$ cat src/rtl/cp0_tlb_pkg.sv
// Shared definitions for the CP0 TLB controller: command codes, CP0 register numbers,
// register field positions and mtc0 write masks, FSM state encoding and the TLB entry struct.
// No logic of its own.
package cp0_tlb_pkg;

    // cmd_op encodings
    localparam logic [1:0] OP_TLBP  = 2'b00;
    localparam logic [1:0] OP_TLBR  = 2'b01;
    localparam logic [1:0] OP_TLBWI = 2'b10;
    localparam logic [1:0] OP_NOP   = 2'b11;

    // CP0 register numbers
    localparam logic [4:0] CP0_INDEX    = 5'd0;
    localparam logic [4:0] CP0_ENTRYLO0 = 5'd2;
    localparam logic [4:0] CP0_ENTRYLO1 = 5'd3;
    localparam logic [4:0] CP0_ENTRYHI  = 5'd10;

    // Field positions
    localparam int INDEX_P_BIT   = 31;
    localparam int EHI_VPN2_LSB  = 13;
    localparam int ELO_PFN_LSB   = 6;
    localparam int ELO_C_LSB     = 3;
    localparam int ELO_D_BIT     = 2;
    localparam int ELO_V_BIT     = 1;
    localparam int ELO_G_BIT     = 0;

    // mtc0 write masks (Index mask depends on the TLB size and is built in cp0_tlb_regs)
    localparam logic [31:0] ENTRYHI_WMASK = 32'hFFFF_E0FF;
    localparam logic [31:0] ENTRYLO_WMASK = 32'h03FF_FFFF;

    typedef enum logic [2:0] {
        ST_IDLE  = 3'd0,
        ST_PROBE = 3'd1,
        ST_READ  = 3'd2,
        ST_WRITE = 3'd3,
        ST_NOP   = 3'd4
    } state_t;

    typedef struct packed {
        logic [18:0] vpn2;
        logic [7:0]  asid;
        logic        g;
        logic [19:0] pfn0;
        logic [2:0]  c0;
        logic        d0;
        logic        v0;
        logic [19:0] pfn1;
        logic [2:0]  c1;
        logic        d1;
        logic        v1;
    } tlb_entry_t;

endpackage

$ cat src/rtl/cp0_tlb_regs.sv
// Index/EntryHi/EntryLo0/EntryLo1 storage with masked mtc0 writes and a combinational mfc0 mux.
// Latency: mtc0 and FSM captures take effect at the next edge; mfc0 and entry outputs are combinational.
// Backpressure: none; writes are always accepted, a same-edge FSM capture overrides an mtc0 to that register.
// Ports: mtc0_* write port, mfc0_* read port, probe_*/read_* capture inputs, index/entry views for the TLB ports.
module cp0_tlb_regs
    import cp0_tlb_pkg::*;
#(
    parameter int IDX_W = 4
) (
    input  logic             clk,
    input  logic             resetn,
    input  logic             mtc0_we,
    input  logic [4:0]       mtc0_addr,
    input  logic [31:0]      mtc0_wdata,
    input  logic [4:0]       mfc0_addr,
    output logic [31:0]      mfc0_rdata,
    input  logic             probe_en,
    input  logic             probe_found,
    input  logic [IDX_W-1:0] probe_index,
    input  logic             read_en,
    input  tlb_entry_t       read_entry,
    output logic [IDX_W-1:0] index,
    output tlb_entry_t       entry
);

    logic             idx_p;
    logic [IDX_W-1:0] idx;
    logic [31:0]      entry_hi;
    logic [31:0]      entry_lo0;
    logic [31:0]      entry_lo1;

    always_ff @(posedge clk or negedge resetn) begin
        if (!resetn) begin
            idx_p     <= 1'b0;
            idx       <= '0;
            entry_hi  <= '0;
            entry_lo0 <= '0;
            entry_lo1 <= '0;
        end else begin
            if (mtc0_we) begin
                case (mtc0_addr)
                    CP0_INDEX:    idx       <= mtc0_wdata[IDX_W-1:0];
                    CP0_ENTRYHI:  entry_hi  <= mtc0_wdata & ENTRYHI_WMASK;
                    CP0_ENTRYLO0: entry_lo0 <= mtc0_wdata & ENTRYLO_WMASK;
                    CP0_ENTRYLO1: entry_lo1 <= mtc0_wdata & ENTRYLO_WMASK;
                    default: ;
                endcase
            end
            // Captures come after the mtc0 decode so the later non-blocking write wins.
            if (probe_en) begin
                idx_p <= ~probe_found;
                // On a miss the old idx is re-written explicitly to discard a same-edge mtc0.
                idx   <= probe_found ? probe_index : idx;
            end
            if (read_en) begin
                entry_hi  <= {read_entry.vpn2, 5'b0, read_entry.asid};
                entry_lo0 <= {6'b0, read_entry.pfn0, read_entry.c0, read_entry.d0,
                              read_entry.v0, read_entry.g};
                entry_lo1 <= {6'b0, read_entry.pfn1, read_entry.c1, read_entry.d1,
                              read_entry.v1, read_entry.g};
            end
        end
    end

    always_comb begin
        mfc0_rdata = '0;
        case (mfc0_addr)
            CP0_INDEX:    mfc0_rdata = {idx_p, {(31-IDX_W){1'b0}}, idx};
            CP0_ENTRYHI:  mfc0_rdata = entry_hi;
            CP0_ENTRYLO0: mfc0_rdata = entry_lo0;
            CP0_ENTRYLO1: mfc0_rdata = entry_lo1;
            default:      mfc0_rdata = '0;
        endcase
    end

    assign index      = idx;
    assign entry.vpn2 = entry_hi[31:EHI_VPN2_LSB];
    assign entry.asid = entry_hi[7:0];
    // The TLB holds a single G bit; the entry is global only if both halves say so.
    assign entry.g    = entry_lo0[ELO_G_BIT] & entry_lo1[ELO_G_BIT];
    assign entry.pfn0 = entry_lo0[25:ELO_PFN_LSB];
    assign entry.c0   = entry_lo0[ELO_C_LSB+2:ELO_C_LSB];
    assign entry.d0   = entry_lo0[ELO_D_BIT];
    assign entry.v0   = entry_lo0[ELO_V_BIT];
    assign entry.pfn1 = entry_lo1[25:ELO_PFN_LSB];
    assign entry.c1   = entry_lo1[ELO_C_LSB+2:ELO_C_LSB];
    assign entry.d1   = entry_lo1[ELO_D_BIT];
    assign entry.v1   = entry_lo1[ELO_V_BIT];

endmodule

$ cat src/rtl/cp0_tlb_ctrl.sv
// CP0-side TLB controller: architectural TLB registers plus TLBP/TLBR/TLBWI command sequencing.
// Latency: command accepted at E0, executes E0-E1, results/TLB write at E1, done pulse E1-E2.
// Backpressure: cmd_ready only in IDLE, so at most one command per two cycles; mtc0 never stalls.
// Ports: cmd_*/done command handshake, mtc0_*/mfc0_* CP0 access, s1_* search, r_* read, w_*/we write.
module cp0_tlb_ctrl
    import cp0_tlb_pkg::*;
#(
    parameter int TLBNUM = 16,
    parameter int IDX_W  = $clog2(TLBNUM)
) (
    input  logic             clk,
    input  logic             resetn,
    input  logic             cmd_valid,
    input  logic [1:0]       cmd_op,
    output logic             cmd_ready,
    output logic             done,
    input  logic             mtc0_we,
    input  logic [4:0]       mtc0_addr,
    input  logic [31:0]      mtc0_wdata,
    input  logic [4:0]       mfc0_addr,
    output logic [31:0]      mfc0_rdata,
    output logic [18:0]      s1_vpn2,
    output logic             s1_odd_page,
    output logic [7:0]       s1_asid,
    input  logic             s1_found,
    input  logic [IDX_W-1:0] s1_index,
    output logic [IDX_W-1:0] r_index,
    input  logic [18:0]      r_vpn2,
    input  logic [7:0]       r_asid,
    input  logic             r_g,
    input  logic [19:0]      r_pfn0,
    input  logic [2:0]       r_c0,
    input  logic             r_d0,
    input  logic             r_v0,
    input  logic [19:0]      r_pfn1,
    input  logic [2:0]       r_c1,
    input  logic             r_d1,
    input  logic             r_v1,
    output logic             we,
    output logic [IDX_W-1:0] w_index,
    output logic [18:0]      w_vpn2,
    output logic [7:0]       w_asid,
    output logic             w_g,
    output logic [19:0]      w_pfn0,
    output logic [2:0]       w_c0,
    output logic             w_d0,
    output logic             w_v0,
    output logic [19:0]      w_pfn1,
    output logic [2:0]       w_c1,
    output logic             w_d1,
    output logic             w_v1
);

    state_t           state;
    tlb_entry_t       read_entry;
    tlb_entry_t       entry;
    logic [IDX_W-1:0] index;

    always_ff @(posedge clk or negedge resetn) begin
        if (!resetn) begin
            state <= ST_IDLE;
            done  <= 1'b0;
        end else begin
            // Each operation state lasts one cycle, so done simply follows "was busy".
            done <= (state != ST_IDLE);
            case (state)
                ST_IDLE: begin
                    if (cmd_valid) begin
                        case (cmd_op)
                            OP_TLBP:  state <= ST_PROBE;
                            OP_TLBR:  state <= ST_READ;
                            OP_TLBWI: state <= ST_WRITE;
                            default:  state <= ST_NOP;
                        endcase
                    end
                end
                default: state <= ST_IDLE;
            endcase
        end
    end

    assign cmd_ready = (state == ST_IDLE);
    // Decoded from the state register so an async reset removes the strobe before the edge.
    assign we        = (state == ST_WRITE);

    assign read_entry = {r_vpn2, r_asid, r_g, r_pfn0, r_c0, r_d0, r_v0,
                         r_pfn1, r_c1, r_d1, r_v1};

    cp0_tlb_regs #(
        .IDX_W (IDX_W)
    ) u_regs (
        .clk         (clk),
        .resetn      (resetn),
        .mtc0_we     (mtc0_we),
        .mtc0_addr   (mtc0_addr),
        .mtc0_wdata  (mtc0_wdata),
        .mfc0_addr   (mfc0_addr),
        .mfc0_rdata  (mfc0_rdata),
        .probe_en    (state == ST_PROBE),
        .probe_found (s1_found),
        .probe_index (s1_index),
        .read_en     (state == ST_READ),
        .read_entry  (read_entry),
        .index       (index),
        .entry       (entry)
    );

    assign s1_vpn2     = entry.vpn2;
    assign s1_asid     = entry.asid;
    assign s1_odd_page = 1'b0;
    assign r_index     = index;

    assign w_index = index;
    assign w_vpn2  = entry.vpn2;
    assign w_asid  = entry.asid;
    assign w_g     = entry.g;
    assign w_pfn0  = entry.pfn0;
    assign w_c0    = entry.c0;
    assign w_d0    = entry.d0;
    assign w_v0    = entry.v0;
    assign w_pfn1  = entry.pfn1;
    assign w_c1    = entry.c1;
    assign w_d1    = entry.d1;
    assign w_v1    = entry.v1;

endmodule

$ cat config.mk
export PLATFORM = sky130hd
export DESIGN_NAME = cp0_tlb_ctrl
export DESIGN_NICKNAME = d
export VERILOG_FILES = /design/src/rtl/cp0_tlb_pkg.sv /design/src/rtl/cp0_tlb_regs.sv /design/src/rtl/cp0_tlb_ctrl.sv
export SDC_FILE = /design/constraint.sdc
export NUM_CORES = 1
export LEC_CHECK = 0
export BUFFER_PORTS_ARGS = -buffer_cell sky130_fd_sc_hd__buf_4
export CORE_MARGIN = 10
export CORE_UTILIZATION = 38
export DETAILED_ROUTE_END_ITERATION = 12
export PLACE_DENSITY = 0.78
export SETUP_SLACK_MARGIN = 0.3
export SLEW_MARGIN = 20
export SYNTH_ARGS = -nofsm -noshare
export SYNTH_HDL_FRONTEND = slang
export SYNTH_SLANG_ARGS = --single-unit
$ cat constraint.sdc
create_clock -name clk -period 1.6 [get_ports clk]
set_input_delay 0.24 -clock clk [delete_from_list [all_inputs] [get_ports clk]]
set_output_delay 0.24 -clock clk [all_outputs]
set_load 0.02 [all_outputs]
### Word-level counts from Yosys, hierarchy flattened

Index checks and enable logic that the tools add are counted.

| word-level totals | value |
|---|---|
| flip-flop bits (word level) | 105 |
| output and inout bits | 149 |
| input bits | 131 |

| operators by class | value |
|---|---|
| eq/ne operators | 13 |
| muxes and demuxes | 17 |
| bitwise operators | 2 |
| reduce and logical (&&, ||, !) cells | 15 |

Operator list:

| cell | count |
|---|---|
| 32-bit two-way mux | 9 |
| 32-bit case mux with 4 select lines | 1 |
| 5-bit by 2-bit equality test with 1-bit output, second input constant | 4 |
| 4-bit two-way mux | 4 |
| 2-bit nonzero test | 6 |
| 5-bit by 4-bit equality test with 1-bit output, second input constant | 2 |
| 5-bit zero test | 2 |
| 3-bit case mux with 3 select lines | 1 |
| 3-bit by 2-bit equality test with 1-bit output, second input constant | 2 |
| 3-bit two-way mux | 2 |
| 2-bit AND reduction | 3 |
| 2-bit != test, second input constant | 2 |
| 3-bit by 1-bit equality test with 1-bit output, second input constant | 1 |
| 3-bit zero test | 1 |
| 3-bit AND reduction | 1 |
| 3-bit nonzero test | 1 |
| 2-bit by 1-bit equality test with 1-bit output, second input constant | 1 |
| 2-bit equality test, second input constant | 1 |
| 2-bit zero test | 1 |
| 1-bit bitwise AND | 1 |
| 1-bit NOT | 1 |

### Longest topological paths before layout

| logic depth | value |
|---|---|
| word-level depth | 4 |
| gate-level depth with buffers | 6 |

### By module

From an unflattened synthesis, not the netlist that was laid out.

| second synthesis, totals | value |
|---|---|
| cell total of the unflattened synthesis | 656 |
| area total of the unflattened synthesis | 5,714.2 µm² |

By module, submodules not included:

| module | area each (µm²) | times used | seq. area each (µm²) | cells an instance |
|---|---|---|---|---|
| cp0_tlb_regs | 5,248.8 | 1 | 2,102.0 | 605 |
| cp0_tlb_ctrl | 465.4 | 1 | 100.1 | 51 |

### Least setup slack after synthesis

Ideal clock, no wire load.

| path | value |
|---|---|
| path kind | input to output |
| from | input mfc0_addr[3] |
| to | output mfc0_rdata[14] |
| arrival time | 1.577 ns |
| slack | -0.217 ns |
| cell stages on the path | 5 |
| path buffers | 2 |
| cell sequence | clkbuf_1 > nor3_2 > and2_0 > clkbuf_1 > a221o_1 |

| between the ends | value |
|---|---|
| longest elaborated chain between the ends | 2 |

Ends and longest elaborated chain:

| what | line | text |
|---|---|---|
| start: declaration | cp0_tlb_ctrl.sv:20 | `input logic [4:0] mfc0_addr,` |
| 5-bit by 2-bit equality test with 1-bit output (tied with other cells) | cp0_tlb_regs.sv:67 | `case (mfc0_addr)` |
| 32-bit case mux with 4 select lines (*) | cp0_tlb_regs.sv:67 |  |
| end: declaration | cp0_tlb_ctrl.sv:21 | `output logic [31:0] mfc0_rdata,` |

Mark *: on every way between the ends. The rest lies on a longest branch, timed or not.

### Worst setup path after layout

| path | value |
|---|---|
| from | register state[1] |
| to | register u_regs.entry_hi[18] |

| between the ends | value |
|---|---|
| longest elaborated chain between the ends | 3 |

Ends and longest elaborated chain:

| what | line | text |
|---|---|---|
| start: declaration | cp0_tlb_ctrl.sv:54 | `state_t state;` |
| start signal: assignment | cp0_tlb_ctrl.sv:61 | `state <= ST_IDLE;` |
| start signal: assignment | cp0_tlb_ctrl.sv:70 | `OP_TLBP: state <= ST_PROBE;` |
| start signal: assignment | cp0_tlb_ctrl.sv:71 | `OP_TLBR: state <= ST_READ;` |
| 3-bit by 2-bit equality test with 1-bit output (*) | cp0_tlb_ctrl.sv:102 | `.read_en (state == ST_READ),` |
| 2-bit nonzero test (no line) | -- |  |
| 2-bit AND reduction (no line) | -- |  |
| end signal: assignment | cp0_tlb_regs.sv:43 | `CP0_ENTRYHI: entry_hi <= mtc0_wdata & ENTRYHI_WMASK;` |
| end signal: assignment | cp0_tlb_regs.sv:56 | `entry_hi <= {read_entry.vpn2, 5'b0, read_entry.asid};` |
| end: declaration | cp0_tlb_regs.sv:28 | `logic [31:0] entry_hi;` |

Marks and branches as above.
A chain may end at the register's enable or synchronous reset.

==> metrics.yaml <==
sta:
  holdWs_ns: 0.133
  max_slew_margin_pct: 58.9
  finalHoldViolations: 0
  rsz0062_at_grt: "yes"
  final.setup.tns_ns: -0.600
  fin_skew_ns: 0.00800
  tightest_slew_ns: 0.616
  slew_viol_final: 0
  max_freq_mhz: 606
  min_period_over_period_pct: 103
  fin_crit_ns: 1.65
  setup_viol: 32
  layout_setup_ws_ns: -0.0497
global_route:
  grt_max_degree: 41
  grt_pass1_wl_mm: 42.8
  grt_pass1_vias: 7130
  grt_use_total_pct: 27.6
  overflow: 0
  antenna_found_initial: 0
synthesis:
  synth_async_sr_flop_share_pct: 100
  ys_warn_count: 0
  syn-num-nets: 788
  synth_top_area_share_pct: 40.5
  synth-seq-cells: 88
  synthesis.area_sq_mm: 0.00544
  yosys-top-cells-area: "dfrtp_1 40%, buf_4 11%, a31oi_1 9.1%"
  syn_area_per_cell_sq_um: 8.32
  synth_top_area_cell: "dfrtp_1"
  synth_edf_count: 0
  ys.flop_type: "dfrtp_1"
  ys_types: 37
  synth_seq_area_share_pct: 40.5
  syn_inst: 654
placed_design:
  gp_congestion: 0.868
  port-buffer-count: 278
  dp_cells: 1018
  detailed_place_hpwl_mm: 16.9
clock_network:
  cts_buffers: 9
  cts_root_buffer: "clkbuf_16"
  clockBufferDepth: 2
  h-tree-depth: 3
  clock_sinks: 88
  clk-insertion-delay-late_ns: 0.35
  cts_tree: "built"
  clk_pin_slew_worst_paths_ns: 0.07
routing:
  drtIter0Drc: 644
  wirelength_mm: 30.2
  vias: 6920
  wl_per_cell_um: 27.5
  drc: 0
  ant_nets: 0
  dr.pass1.iters: 5
  viasPerCell: 6.31
final_layout:
  finalNonFillerCells: 1097
  seq_area_sq_mm: 0.00221
  drive_above_1_share_pct: 61.5
  num-fill-cells: 870
  multi_input_area_sq_mm: 0.00371
  antenna_cells: 0
  area_growth_pct: 91.8
  fin_nets: 1047
power:
  p_leak_nw: 4.34
  p_total_mw: 12.4
  peakVddDrop_uv: 735
  p_per_area_mw_per_mm2: 1190
worst_hold_path:
  hold_class: "in -> reg"
critical_path:
  cp-end-kind: "flip-flop"
  crit_path_start_kind: "flip-flop"
  r2r_slack_ns: -0.05
  crit_fanout: 8
  cp_data_arrival_time_ns: 1.90
  worstSetupPathType: "reg -> reg"
  critPathRequiredTime_ns: 1.85
die:
  die_height_um: 140
  rows: 43
  start_util_pct: 39.1
  die_area_sq_mm: 0.0195
  io_pins: 280
  core_area_sq_mm: 0.0139
  dieWidth_um: 140
run_status:
  failed_checks: "negative setup slack"
  status: "complete, but fails checks"
job:
  drv_cap: 0
## worst paths after layout
| kind | from | cells past startpoint | endpoint |
|---|---|---|---|
| setup / recovery | state[1] | 4 | u_regs.entry_hi[18] |
| hold / removal | cmd_valid | 3 | state[0] |
| setup reg to reg | state[1] | 4 | u_regs.entry_hi[18] |
| hold reg to reg | u_regs.entry_lo1[15] | 2 | u_regs.entry_lo1[15] |
| max in group asynchronous | resetn | 3 | state[0] |
| min in group asynchronous | resetn | 2 | u_regs.entry_lo1[8] |
## state kept, by name, indices dropped and copies added (netlist names)
signal,cells
state,3
u_regs.entry_hi,27
u_regs.entry_lo0,26
done,1
u_regs.idx_p,1
u_regs.entry_lo1,26
u_regs.index,4
## kinds of logic after synthesis
family / Yosys count / synth area share, %
AO/OA/AOI/OAI: 190 / 22.2
adder cells (fa/ha/maj): 3 / 0.690
buffers and inverters: 143 / 15.4
flip-flops: 88 / 40.5
other: 1 / 0.0689
AND/OR/NAND/NOR: 229 / 21.2
## stage by stage
step,utilization (%),setup WS [ns],cell area (sq um)
2_1_floorplan,-,-0.101,5820
3_3_place_gp,54.7,-0.137,7620
3_5_place_dp,54.7,-0.188,7620
4_1_cts,70.1,-0.0116,9760
5_1_grt,74.9,-0.0884,10400
6_report,74.9,-0.0497,10400
## Yosys cell counts, types with 2 or more instances
library cell   n
a221o_1       17
a22o_1         5
a31oi_1       79
and2_1         3
and3_1        25
buf_4         78
clkbuf_1      56
dfrtp_1       88
ha_1           3
inv_1          7
nand2_1        2
nand2b_1       5
nand3_1       92
nor2_1        84
nor2b_1        2
nor3_1         2
nor4bb_1       2
o2111ai_1      4
o21ai_0       79
o221a_1        4
## repair_timing
item / 4_1_cts / 5_1_grt
hold buffers: 1 / 0
endpoints found under the setup margin: 118 / 132
buffers inserted: 28 / 6
gates resized for setup: 221 / 105
hold endpoints to repair: 19 / 0
pin swaps: 32 / 28
cloned: 26 / 3
## layout make-up
| cell class | instances | share of cell area (%) |
|---|---|---|
| clock inverter | 3 | 0.863 |
| multi-input combinational | 425 | 35.6 |
| inverter | 7 | 0.252 |
| clock buffer | 12 | 2.36 |
| tap | 180 | 2.16 |
| sequential | 88 | 21.1 |
| timing repair buffer | 382 | 37.7 |
## worst max-delay path: stages, from the launching register on
cell	delay [ns]
dfrtp_2	0.48
or3b_4	0.55
buf_12	0.21
buf_16	0.14
a31oi_1	0.17
## metal layers
layer	global-route usage [%]	routed length [um]	vias to the layer above
li1	-	-	2855
met1	31.9	10600	3394
met2	45.4	14600	547
met3	8.81	3370	124
met4	13.0	1610	0
met5	0	0	-
## cells in the final DEF, fill, tap and decap left out, types with 4 or more instances in the layout
cell         n
buf_4      264
dfrtp_1     84
o21ai_0     79
nand3_1     79
nor2_4      67
buf_6       66
a31oi_1     48
buf_16      24
buf_12      20
a31oi_4     18
a221o_1     17
and3_1      15
a31oi_2     13
clkbuf_16   12
nor2_2      11
and3_4      10
nand3_4      7
inv_1        6
nor2_1       6
nand3_2      6
a22o_4       5
nand2b_1     5
o2111ai_4    4
o221a_1      4
buf_8        4
dfrtp_2      4
## where the power goes
| part | switching, mW | internal [mW] |
|---|---|---|
| Clock | 0.923 | 1.56 |
| Combinational | 3.31 | 2.90 |
| Sequential | 0.779 | 2.93 |
Power figures use the tool's default switching activity.
